**src/rtl/mem_access_controller_if.sv**
```systemverilog
// Core-side and memory-side handshake bundle for mem_access_controller.
// The slave modport is the controller's view; master is the core/memory environment.
interface mem_access_controller_if;
    logic        req_valid_i;
    logic        req_write_i;
    logic [2:0]  req_funct3_i;
    logic [31:0] req_addr_i;
    logic [31:0] req_wdata_i;
    logic        req_ready_o;
    logic        stall_o;
    logic        resp_valid_o;
    logic [31:0] resp_rdata_o;
    logic        resp_err_o;
    logic        mem_req_o;
    logic        mem_we_o;
    logic [31:0] mem_addr_o;
    logic [3:0]  mem_wstrb_o;
    logic [31:0] mem_wdata_o;
    logic        mem_ack_i;
    logic [31:0] mem_rdata_i;

    modport slave (
        input  req_valid_i, req_write_i, req_funct3_i, req_addr_i, req_wdata_i,
        output req_ready_o, stall_o, resp_valid_o, resp_rdata_o, resp_err_o,
        output mem_req_o, mem_we_o, mem_addr_o, mem_wstrb_o, mem_wdata_o,
        input  mem_ack_i, mem_rdata_i
    );

    modport master (
        output req_valid_i, req_write_i, req_funct3_i, req_addr_i, req_wdata_i,
        input  req_ready_o, stall_o, resp_valid_o, resp_rdata_o, resp_err_o,
        input  mem_req_o, mem_we_o, mem_addr_o, mem_wstrb_o, mem_wdata_o,
        output mem_ack_i, mem_rdata_i
    );
endinterface

```
**src/rtl/mem_access_controller.sv**
```systemverilog
// Load/store sequencer onto a single-ported word memory with req/ack handshake.
// Optional MEM_TIMEOUT_EN aborts an unacknowledged access after TIMEOUT_CYCLES.
module mem_access_controller #(
    parameter int TIMEOUT_CYCLES = 255
) (
    input  logic                   clk_i,
    input  logic                   rst_i,
    mem_access_controller_if.slave bus
);
    typedef enum logic [1:0] {
        S_IDLE   = 2'd0,
        S_ACCESS = 2'd1,
        S_RESP   = 2'd2
    } state_t;

    function automatic logic req_ok(input logic wr, input logic [2:0] f3, input logic [1:0] off);
        logic legal;
        logic aligned;
        case (f3)
            3'b000, 3'b001, 3'b010: legal = 1'b1;
            3'b100, 3'b101:         legal = ~wr;
            default:                legal = 1'b0;
        endcase
        case (f3[1:0])
            2'b01:   aligned = (off[0] == 1'b0);
            2'b10:   aligned = (off == 2'b00);
            default: aligned = 1'b1;
        endcase
        return legal & aligned;
    endfunction

    function automatic logic [3:0] fmt_strb(input logic [2:0] f3, input logic [1:0] off);
        case (f3[1:0])
            2'b00:   return 4'b0001 << off;
            2'b01:   return 4'b0011 << off;
            default: return 4'b1111;
        endcase
    endfunction

    function automatic logic [31:0] fmt_wdata(input logic [2:0] f3, input logic [31:0] d);
        case (f3[1:0])
            2'b00:   return {4{d[7:0]}};
            2'b01:   return {2{d[15:0]}};
            default: return d;
        endcase
    endfunction

    function automatic logic [31:0] extract(input logic [2:0] f3, input logic [1:0] off, input logic [31:0] rd);
        logic [31:0] w;
        w = rd >> {off, 3'b000};
        case (f3)
            3'b000:  return {{24{w[7]}}, w[7:0]};
            3'b001:  return {{16{w[15]}}, w[15:0]};
            3'b100:  return {24'h000000, w[7:0]};
            3'b101:  return {16'h0000, w[15:0]};
            default: return w;
        endcase
    endfunction

    state_t      r_state;
    logic        r_ready;
    logic        r_mem_req;
    logic        r_mem_we;
    logic [31:0] r_mem_addr;
    logic [3:0]  r_wstrb;
    logic [31:0] r_wdata;
    logic [2:0]  r_funct3;
    logic [1:0]  r_off;
    logic        r_resp_valid;
    logic        r_resp_err;
    logic [31:0] r_resp_rdata;
    logic        w_ok;

`ifdef MEM_TIMEOUT_EN
    localparam int TW = $clog2(TIMEOUT_CYCLES + 1);
    logic [TW-1:0] r_tcnt;
`else
    logic w_unused_timeout;
    assign w_unused_timeout = (TIMEOUT_CYCLES != 0);
`endif

    assign w_ok = req_ok(bus.req_write_i, bus.req_funct3_i, bus.req_addr_i[1:0]);

    // Accept in IDLE, hold the memory request until ack, then emit a one-cycle response.
    always_ff @(posedge clk_i) begin
        if (rst_i) begin
            r_state      <= S_IDLE;
            r_ready      <= 1'b1;
            r_mem_req    <= 1'b0;
            r_mem_we     <= 1'b0;
            r_mem_addr   <= 32'h0000_0000;
            r_wstrb      <= 4'b0000;
            r_wdata      <= 32'h0000_0000;
            r_funct3     <= 3'b000;
            r_off        <= 2'b00;
            r_resp_valid <= 1'b0;
            r_resp_err   <= 1'b0;
            r_resp_rdata <= 32'h0000_0000;
`ifdef MEM_TIMEOUT_EN
            r_tcnt       <= '0;
`endif
        end else begin
            r_resp_valid <= 1'b0;
            case (r_state)
                S_IDLE: begin
                    if (bus.req_valid_i) begin
                        r_ready      <= 1'b0;
                        r_funct3     <= bus.req_funct3_i;
                        r_off        <= bus.req_addr_i[1:0];
                        r_mem_addr   <= {bus.req_addr_i[31:2], 2'b00};
                        r_mem_we     <= bus.req_write_i;
                        r_wstrb      <= bus.req_write_i ? fmt_strb(bus.req_funct3_i, bus.req_addr_i[1:0]) : 4'b0000;
                        r_wdata      <= bus.req_write_i ? fmt_wdata(bus.req_funct3_i, bus.req_wdata_i) : 32'h0000_0000;
                        r_resp_rdata <= 32'h0000_0000;
`ifdef MEM_TIMEOUT_EN
                        r_tcnt       <= '0;
`endif
                        if (w_ok) begin
                            r_mem_req  <= 1'b1;
                            r_resp_err <= 1'b0;
                            r_state    <= S_ACCESS;
                        end else begin
                            r_resp_valid <= 1'b1;
                            r_resp_err   <= 1'b1;
                            r_state      <= S_RESP;
                        end
                    end else begin
                        r_state <= S_IDLE;
                    end
                end
                S_ACCESS: begin
                    // An ack coinciding with the timeout still completes the access.
                    if (bus.mem_ack_i) begin
                        r_mem_req    <= 1'b0;
                        r_resp_valid <= 1'b1;
                        r_resp_err   <= 1'b0;
                        r_resp_rdata <= r_mem_we ? 32'h0000_0000 : extract(r_funct3, r_off, bus.mem_rdata_i);
                        r_state      <= S_RESP;
`ifdef MEM_TIMEOUT_EN
                    end else if (r_tcnt == TW'(TIMEOUT_CYCLES - 1)) begin
                        r_mem_req    <= 1'b0;
                        r_resp_valid <= 1'b1;
                        r_resp_err   <= 1'b1;
                        r_resp_rdata <= 32'h0000_0000;
                        r_state      <= S_RESP;
                    end else begin
                        r_tcnt <= r_tcnt + 1'b1;
`else
                    end else begin
                        r_state <= S_ACCESS;
`endif
                    end
                end
                S_RESP: begin
                    r_ready    <= 1'b1;
                    r_resp_err <= 1'b0;
                    r_state    <= S_IDLE;
                end
                default: begin
                    r_ready   <= 1'b1;
                    r_mem_req <= 1'b0;
                    r_state   <= S_IDLE;
                end
            endcase
        end
    end

    assign bus.req_ready_o  = r_ready;
    assign bus.stall_o      = ((r_state == S_IDLE) & bus.req_valid_i) | (r_state == S_ACCESS);
    assign bus.resp_valid_o = r_resp_valid;
    assign bus.resp_err_o   = r_resp_err;
    assign bus.resp_rdata_o = r_resp_rdata;
    assign bus.mem_req_o    = r_mem_req;
    assign bus.mem_we_o     = r_mem_we;
    assign bus.mem_addr_o   = r_mem_addr;
    assign bus.mem_wstrb_o  = r_wstrb;
    assign bus.mem_wdata_o  = r_wdata;
endmodule

```
**src/flat_wrapper.sv**
```systemverilog
// flat-port wrapper written by rule: the top's interface ports become plain ports
module mem_access_controller_flat 
#(
    parameter int TIMEOUT_CYCLES = 255
)
  (clk_i, rst_i, bus_req_valid_i, bus_req_write_i, bus_req_funct3_i, bus_req_addr_i, bus_req_wdata_i, bus_req_ready_o, bus_stall_o, bus_resp_valid_o, bus_resp_rdata_o, bus_resp_err_o, bus_mem_req_o, bus_mem_we_o, bus_mem_addr_o, bus_mem_wstrb_o, bus_mem_wdata_o, bus_mem_ack_i, bus_mem_rdata_i);
  mem_access_controller_if bus_i ();
  input  logic clk_i;
  input  logic rst_i;
  input wire logic [$bits(bus_i.req_valid_i)-1:0] bus_req_valid_i;
  input wire logic [$bits(bus_i.req_write_i)-1:0] bus_req_write_i;
  input wire logic [$bits(bus_i.req_funct3_i)-1:0] bus_req_funct3_i;
  input wire logic [$bits(bus_i.req_addr_i)-1:0] bus_req_addr_i;
  input wire logic [$bits(bus_i.req_wdata_i)-1:0] bus_req_wdata_i;
  output wire logic [$bits(bus_i.req_ready_o)-1:0] bus_req_ready_o;
  output wire logic [$bits(bus_i.stall_o)-1:0] bus_stall_o;
  output wire logic [$bits(bus_i.resp_valid_o)-1:0] bus_resp_valid_o;
  output wire logic [$bits(bus_i.resp_rdata_o)-1:0] bus_resp_rdata_o;
  output wire logic [$bits(bus_i.resp_err_o)-1:0] bus_resp_err_o;
  output wire logic [$bits(bus_i.mem_req_o)-1:0] bus_mem_req_o;
  output wire logic [$bits(bus_i.mem_we_o)-1:0] bus_mem_we_o;
  output wire logic [$bits(bus_i.mem_addr_o)-1:0] bus_mem_addr_o;
  output wire logic [$bits(bus_i.mem_wstrb_o)-1:0] bus_mem_wstrb_o;
  output wire logic [$bits(bus_i.mem_wdata_o)-1:0] bus_mem_wdata_o;
  input wire logic [$bits(bus_i.mem_ack_i)-1:0] bus_mem_ack_i;
  input wire logic [$bits(bus_i.mem_rdata_i)-1:0] bus_mem_rdata_i;
  assign bus_i.req_valid_i = bus_req_valid_i;
  assign bus_i.req_write_i = bus_req_write_i;
  assign bus_i.req_funct3_i = bus_req_funct3_i;
  assign bus_i.req_addr_i = bus_req_addr_i;
  assign bus_i.req_wdata_i = bus_req_wdata_i;
  assign bus_req_ready_o = bus_i.req_ready_o;
  assign bus_stall_o = bus_i.stall_o;
  assign bus_resp_valid_o = bus_i.resp_valid_o;
  assign bus_resp_rdata_o = bus_i.resp_rdata_o;
  assign bus_resp_err_o = bus_i.resp_err_o;
  assign bus_mem_req_o = bus_i.mem_req_o;
  assign bus_mem_we_o = bus_i.mem_we_o;
  assign bus_mem_addr_o = bus_i.mem_addr_o;
  assign bus_mem_wstrb_o = bus_i.mem_wstrb_o;
  assign bus_mem_wdata_o = bus_i.mem_wdata_o;
  assign bus_i.mem_ack_i = bus_mem_ack_i;
  assign bus_i.mem_rdata_i = bus_mem_rdata_i;
  mem_access_controller #(.TIMEOUT_CYCLES(TIMEOUT_CYCLES)) u_core (.clk_i(clk_i), .rst_i(rst_i), .bus(bus_i));
endmodule
```
**config.mk**
```make
export PLATFORM = sky130hd
export DESIGN_NAME = mem_access_controller_flat
export DESIGN_NICKNAME = d
export VERILOG_FILES = /design/src/rtl/mem_access_controller_if.sv /design/src/rtl/mem_access_controller.sv /design/src/flat_wrapper.sv
export SDC_FILE = /design/constraint.sdc
export NUM_CORES = 1
export LEC_CHECK = 0
export ABC_CLOCK_PERIOD_IN_PS = 2200
export CAP_MARGIN = 20
export CORE_UTILIZATION = 43
export DETAILED_ROUTE_END_ITERATION = 10
export HOLD_SLACK_MARGIN = 0.02
export PLACE_DENSITY = 0.82
export SETUP_SLACK_MARGIN = 0.5
export SYNTH_ARGS = -nofsm -noshare
export SYNTH_HDL_FRONTEND = slang
export SYNTH_SLANG_ARGS = --single-unit
```
**constraint.sdc**
```tcl
create_clock -name clk_i -period 2.2 [get_ports clk_i]
set_clock_uncertainty 0.05 [all_clocks]
set_input_delay 0.22 -clock clk_i [delete_from_list [all_inputs] [get_ports clk_i]]
set_output_delay 0.22 -clock clk_i [all_outputs]
set_load 0.01 [all_outputs]
```
==> results of run 1 <==
==> flip-flops by register name (all words and copies together) (netlist names) <==
register                 cells
u_core.r_off                 2
u_core.bus.mem_wstrb_o       4
u_core.bus.mem_req_o         1
u_core.r_funct3              3
u_core.bus.resp_err_o        1
u_core.bus.mem_we_o          1
u_core.bus.mem_wdata_o      32
u_core.bus.resp_rdata_o     32
u_core.bus.mem_addr_o       30
u_core.r_state               1
u_core.bus.resp_valid_o      1
u_core.bus.req_ready_o       1
==> metrics by stage <==
step | hold WS [ns] | utilization (%) | setup TNS (ns) | instances | worst slack (ns)
floorplan | 0.3060 | - | 0 | 549 | 0.3892
global placement | 0.3883 | 65.45 | 0 | 865 | 0.04778
detailed placement | 0.3972 | 65.45 | -0.02844 | 865 | -0.02115
CTS | 0.1645 | 68.44 | 0 | 884 | 0.3865
global route | 0.1703 | 70.18 | 0 | 889 | 0.2628
finish | 0.1669 | 70.18 | 0 | 889 | 0.2967
==> layout by cell type, fill, tap and decap left out, types with 8 or more instances in the layout <==
cell             synthesis  final
mux4_2                   8      8
nand3b_1                 8      8
nand2_1                 84     83
o21ai_0                 13     13
nand3_1                  9      9
o2bb2ai_1                8      8
a22oi_2                  0     24
a21oi_1                 57     57
mux2_2                   9      9
a22o_1                  11     11
a22oi_1                 48     24
clkbuf_16                0     11
o21bai_1                17     17
buf_4                    3     18
mux2i_1                  9      9
nor2_1                  43     42
a21o_1                   8      8
dfxtp_1                109    107
clkdlybuf4s50_1          0    202
==> cells in the mapped netlist (all sizes together) <==
| cell | instances |
|---|---|
| conb | 1 |
| a221oi | 1 |
| mux4 | 8 |
| o21a | 1 |
| nand3b | 8 |
| o21ai | 14 |
| and3 | 1 |
| a211o | 1 |
| nor4 | 1 |
| a21oi | 57 |
| nand2 | 85 |
| a221o | 3 |
| mux2 | 16 |
| nor2b | 4 |
| o21bai | 17 |
| inv | 7 |
| nand3 | 9 |
| a21o | 8 |
| nor2 | 43 |
| mux2i | 9 |
| ha | 6 |
| buf | 14 |
| clkbuf | 35 |
| and2 | 4 |
| or2 | 1 |
| nand2b | 5 |
| o2bb2ai | 8 |
| dfxtp | 109 |
| nor4b | 2 |
| a22oi | 48 |
| a22o | 11 |
| nor3b | 1 |
| o22ai | 3 |
| or3 | 1 |
| or4 | 1 |
| o211a | 1 |
| nor3 | 4 |
==> per-layer routing <==
layer | share of wire, % | GRT usage (%) | up-vias
met1 | 39 | 31.68 | 2371
met4 | 3.5 | 12.16 | 0
li1 | - | - | 2335
met5 | 0 | 0 | -
met3 | 10 | 7.414 | 43
met2 | 47 | 42.04 | 269
==> logic make-up after synthesis <==
kind of cell	count (synthesis)	share of synthesized area (%)
buf+inv	56	4.879
fa+ha+maj	6	1.541
other cells	1	0.07697
mux	33	9.245
flops	109	44.79
compound gates	173	23.68
simple gates	170	15.79
==> worst max-delay path, delay by kind of cell (launching register included) <==
| family | cells | cell delay [ns] |
|---|---|---|
| AO/OA/AOI/OAI | 2 | 0.35 |
| adder cells (fa/ha/maj) | 1 | 0.17 |
| buffers and inverters | 2 | 0.24 |
| flip-flops | 1 | 0.37 |
| AND/OR/NAND/NOR | 2 | 0.58 |
==> power by group through the flow <==
| stage | logic [W] | clock network [W] | registers [W] |
|---|---|---|---|
| after global routing | 0.00123 | 0.00163 | 0.00214 |
| after detailed placement | 0.00104 | 0 | 0.00217 |
| after floorplan | 0.000490 | 0 | 0.00220 |
| final | 0.00115 | 0.00152 | 0.00213 |
| after CTS | 0.00107 | 0.00155 | 0.00212 |
| after global placement | 0.00103 | 0 | 0.00217 |
==> worst min path at each step <==
stage | to | from | depth (start not counted) | slack [ns]
global route | u_core.bus.resp_rdata_o[18] | rst_i | 2 | 0.17
floorplan | u_core.r_funct3[0] | bus_req_funct3_i[0] | 2 | 0.31
CTS | u_core.bus.resp_rdata_o[18] | rst_i | 2 | 0.16
finish | u_core.bus.resp_rdata_o[18] | rst_i | 2 | 0.17
detailed placement | u_core.bus.mem_wstrb_o[3] | u_core.bus.mem_wstrb_o[3] | 2 | 0.40
global placement | u_core.bus.mem_wdata_o[4] | u_core.bus.mem_wdata_o[4] | 2 | 0.39
==> repair_timing <==
action                                  in CTS  in global routing
pin swaps                                    2                 24
hold endpoints to repair                     0                  0
buffers inserted                             3                  2
gates resized for setup                     11                 26
gates cloned                                 0                  3
endpoints found under the setup margin      52                 35
==> area by class of cell <==
cell class,count,area share [%]
clock buffer,11,3.032
clock inverter,5,0.4565
inverter,7,0.3750
multi-input combinational,384,34.33
sequential,109,28.53
tap,140,2.282
timing repair buffer,233,30.99
==> metrics.txt, run 1 <==
RSZ-0062 raised after global routing yes; die span in y 108.4 um; # IOs 210; antenna violations before repair 0; Die ar. 0.01176 sq mm; Net Sw Power 0.001352 W; DRT Pass-1 Iters 5; Multi-input gate area 0.002635 sq mm; Reg power frac 44.3%; critical-path cell list inv_2 -> ha_4 -> nor2b_4 -> or3_4 -> clkbuf_16 -> a22oi_2 -> o21bai_1; pin count of the biggest net entering global routing 88; Worst Path Max Fanout 6; post-route minimum period 1.903 ns; Layout area overhead 57.52%; placed wire-length estimate 10850 um; clk buf depth 2; Power Density 625.1 mW/mm^2; via count 5018; hold_buf cts 0; worst reg2reg path depth 7; Yosys top cell area share 44.79%; Rows 38; Pwr Total 0.004798 W; FF-to-FF Start u_core.r_state[0]; fmax 525.4 MHz; Setup crit start u_core.r_state[0]; Max Transition Viols Final 0; WL/cell 17.87 um; Synth area leaders dfxtp_1, a22oi_1, nand2_1, a21oi_1, mux4_2; Synth Instances 548; synth unique cells 45; synth warn 0; Initial Util 44.55%; gr ovfl total 0; class of the most critical hold timing path in -> reg; Cell Int Power 0.003446 W; first-pass GRT wire length 23620 um; CORE AREA 0.01094 sq mm; FF+latch area 0.002190 sq mm; number of fill cells in the layout 817; FF-to-FF End u_core.bus.resp_rdata_o[20]; delay of the slowest critical-path stage 0.44 ns; worst endpoint required time 2.37 ns; overall routing resource usage 25.95%; Final setup viols 0; clk sinks 109; switching share of total power 28.18%; arrival time at the worst endpoint 2.07 ns; slew margin rel. 39.42%; sequential share of the synthesized area 44.79%; # nets final 854; Final period util 86.51%; vias in the first global route 4798; share of cells above drive strength 1 13.48%; CP endpoint u_core.bus.resp_rdata_o[20]; worst-margin pin slew 0.9087 ns; outcome finished, final reports clean; synthesized area 0.004872 sq mm; Setup crit start kind register; final instance area 0.007675 sq mm; FF+latch count, synth 109; Pleak 2.803 nW; Final Hold Vio Count 0; Die Span X 108.4 um; Antenna Diode Count 0; Reg clk slew, reported paths 0.07 ns; clock share of power 31.8%; Worst path slowest cell or3_4; H-tree depth 3; max-cap violations 0; CP Class reg -> reg; crit end category register; Post-DP Area 0.007157 sq mm; Port Buf Inserts 207; Comb power frac 23.9%; IR Drop Worst-Case VDD 0.0004670 V; DR iter-0 viols 234; reg-to-reg setup timing slack 0.30 ns; TritonCTS clock tree built; final antenna-violating net count 0; vias per cell 5.645; Synth area leader dfxtp_1; DRC viols 0; routability-driven placement congestion ratio 0.8187; CTS root buffer clkbuf_16; TritonCTS Buffers 9; Detailed Route WL 15880 um; post-synthesis average cell area 8.891 sq um; worst skew pair latency 0.35 ns
Power figures use the tool's default switching activity.
==> inputs of run 2 (changes only) <==
- GPL_ROUTABILITY_DRIVEN: unset -> 0
- SKIP_LAST_GASP: unset -> 1
==> results of run 2 <==
No change in the layout: final DEF, timing and power equal those of run 1.
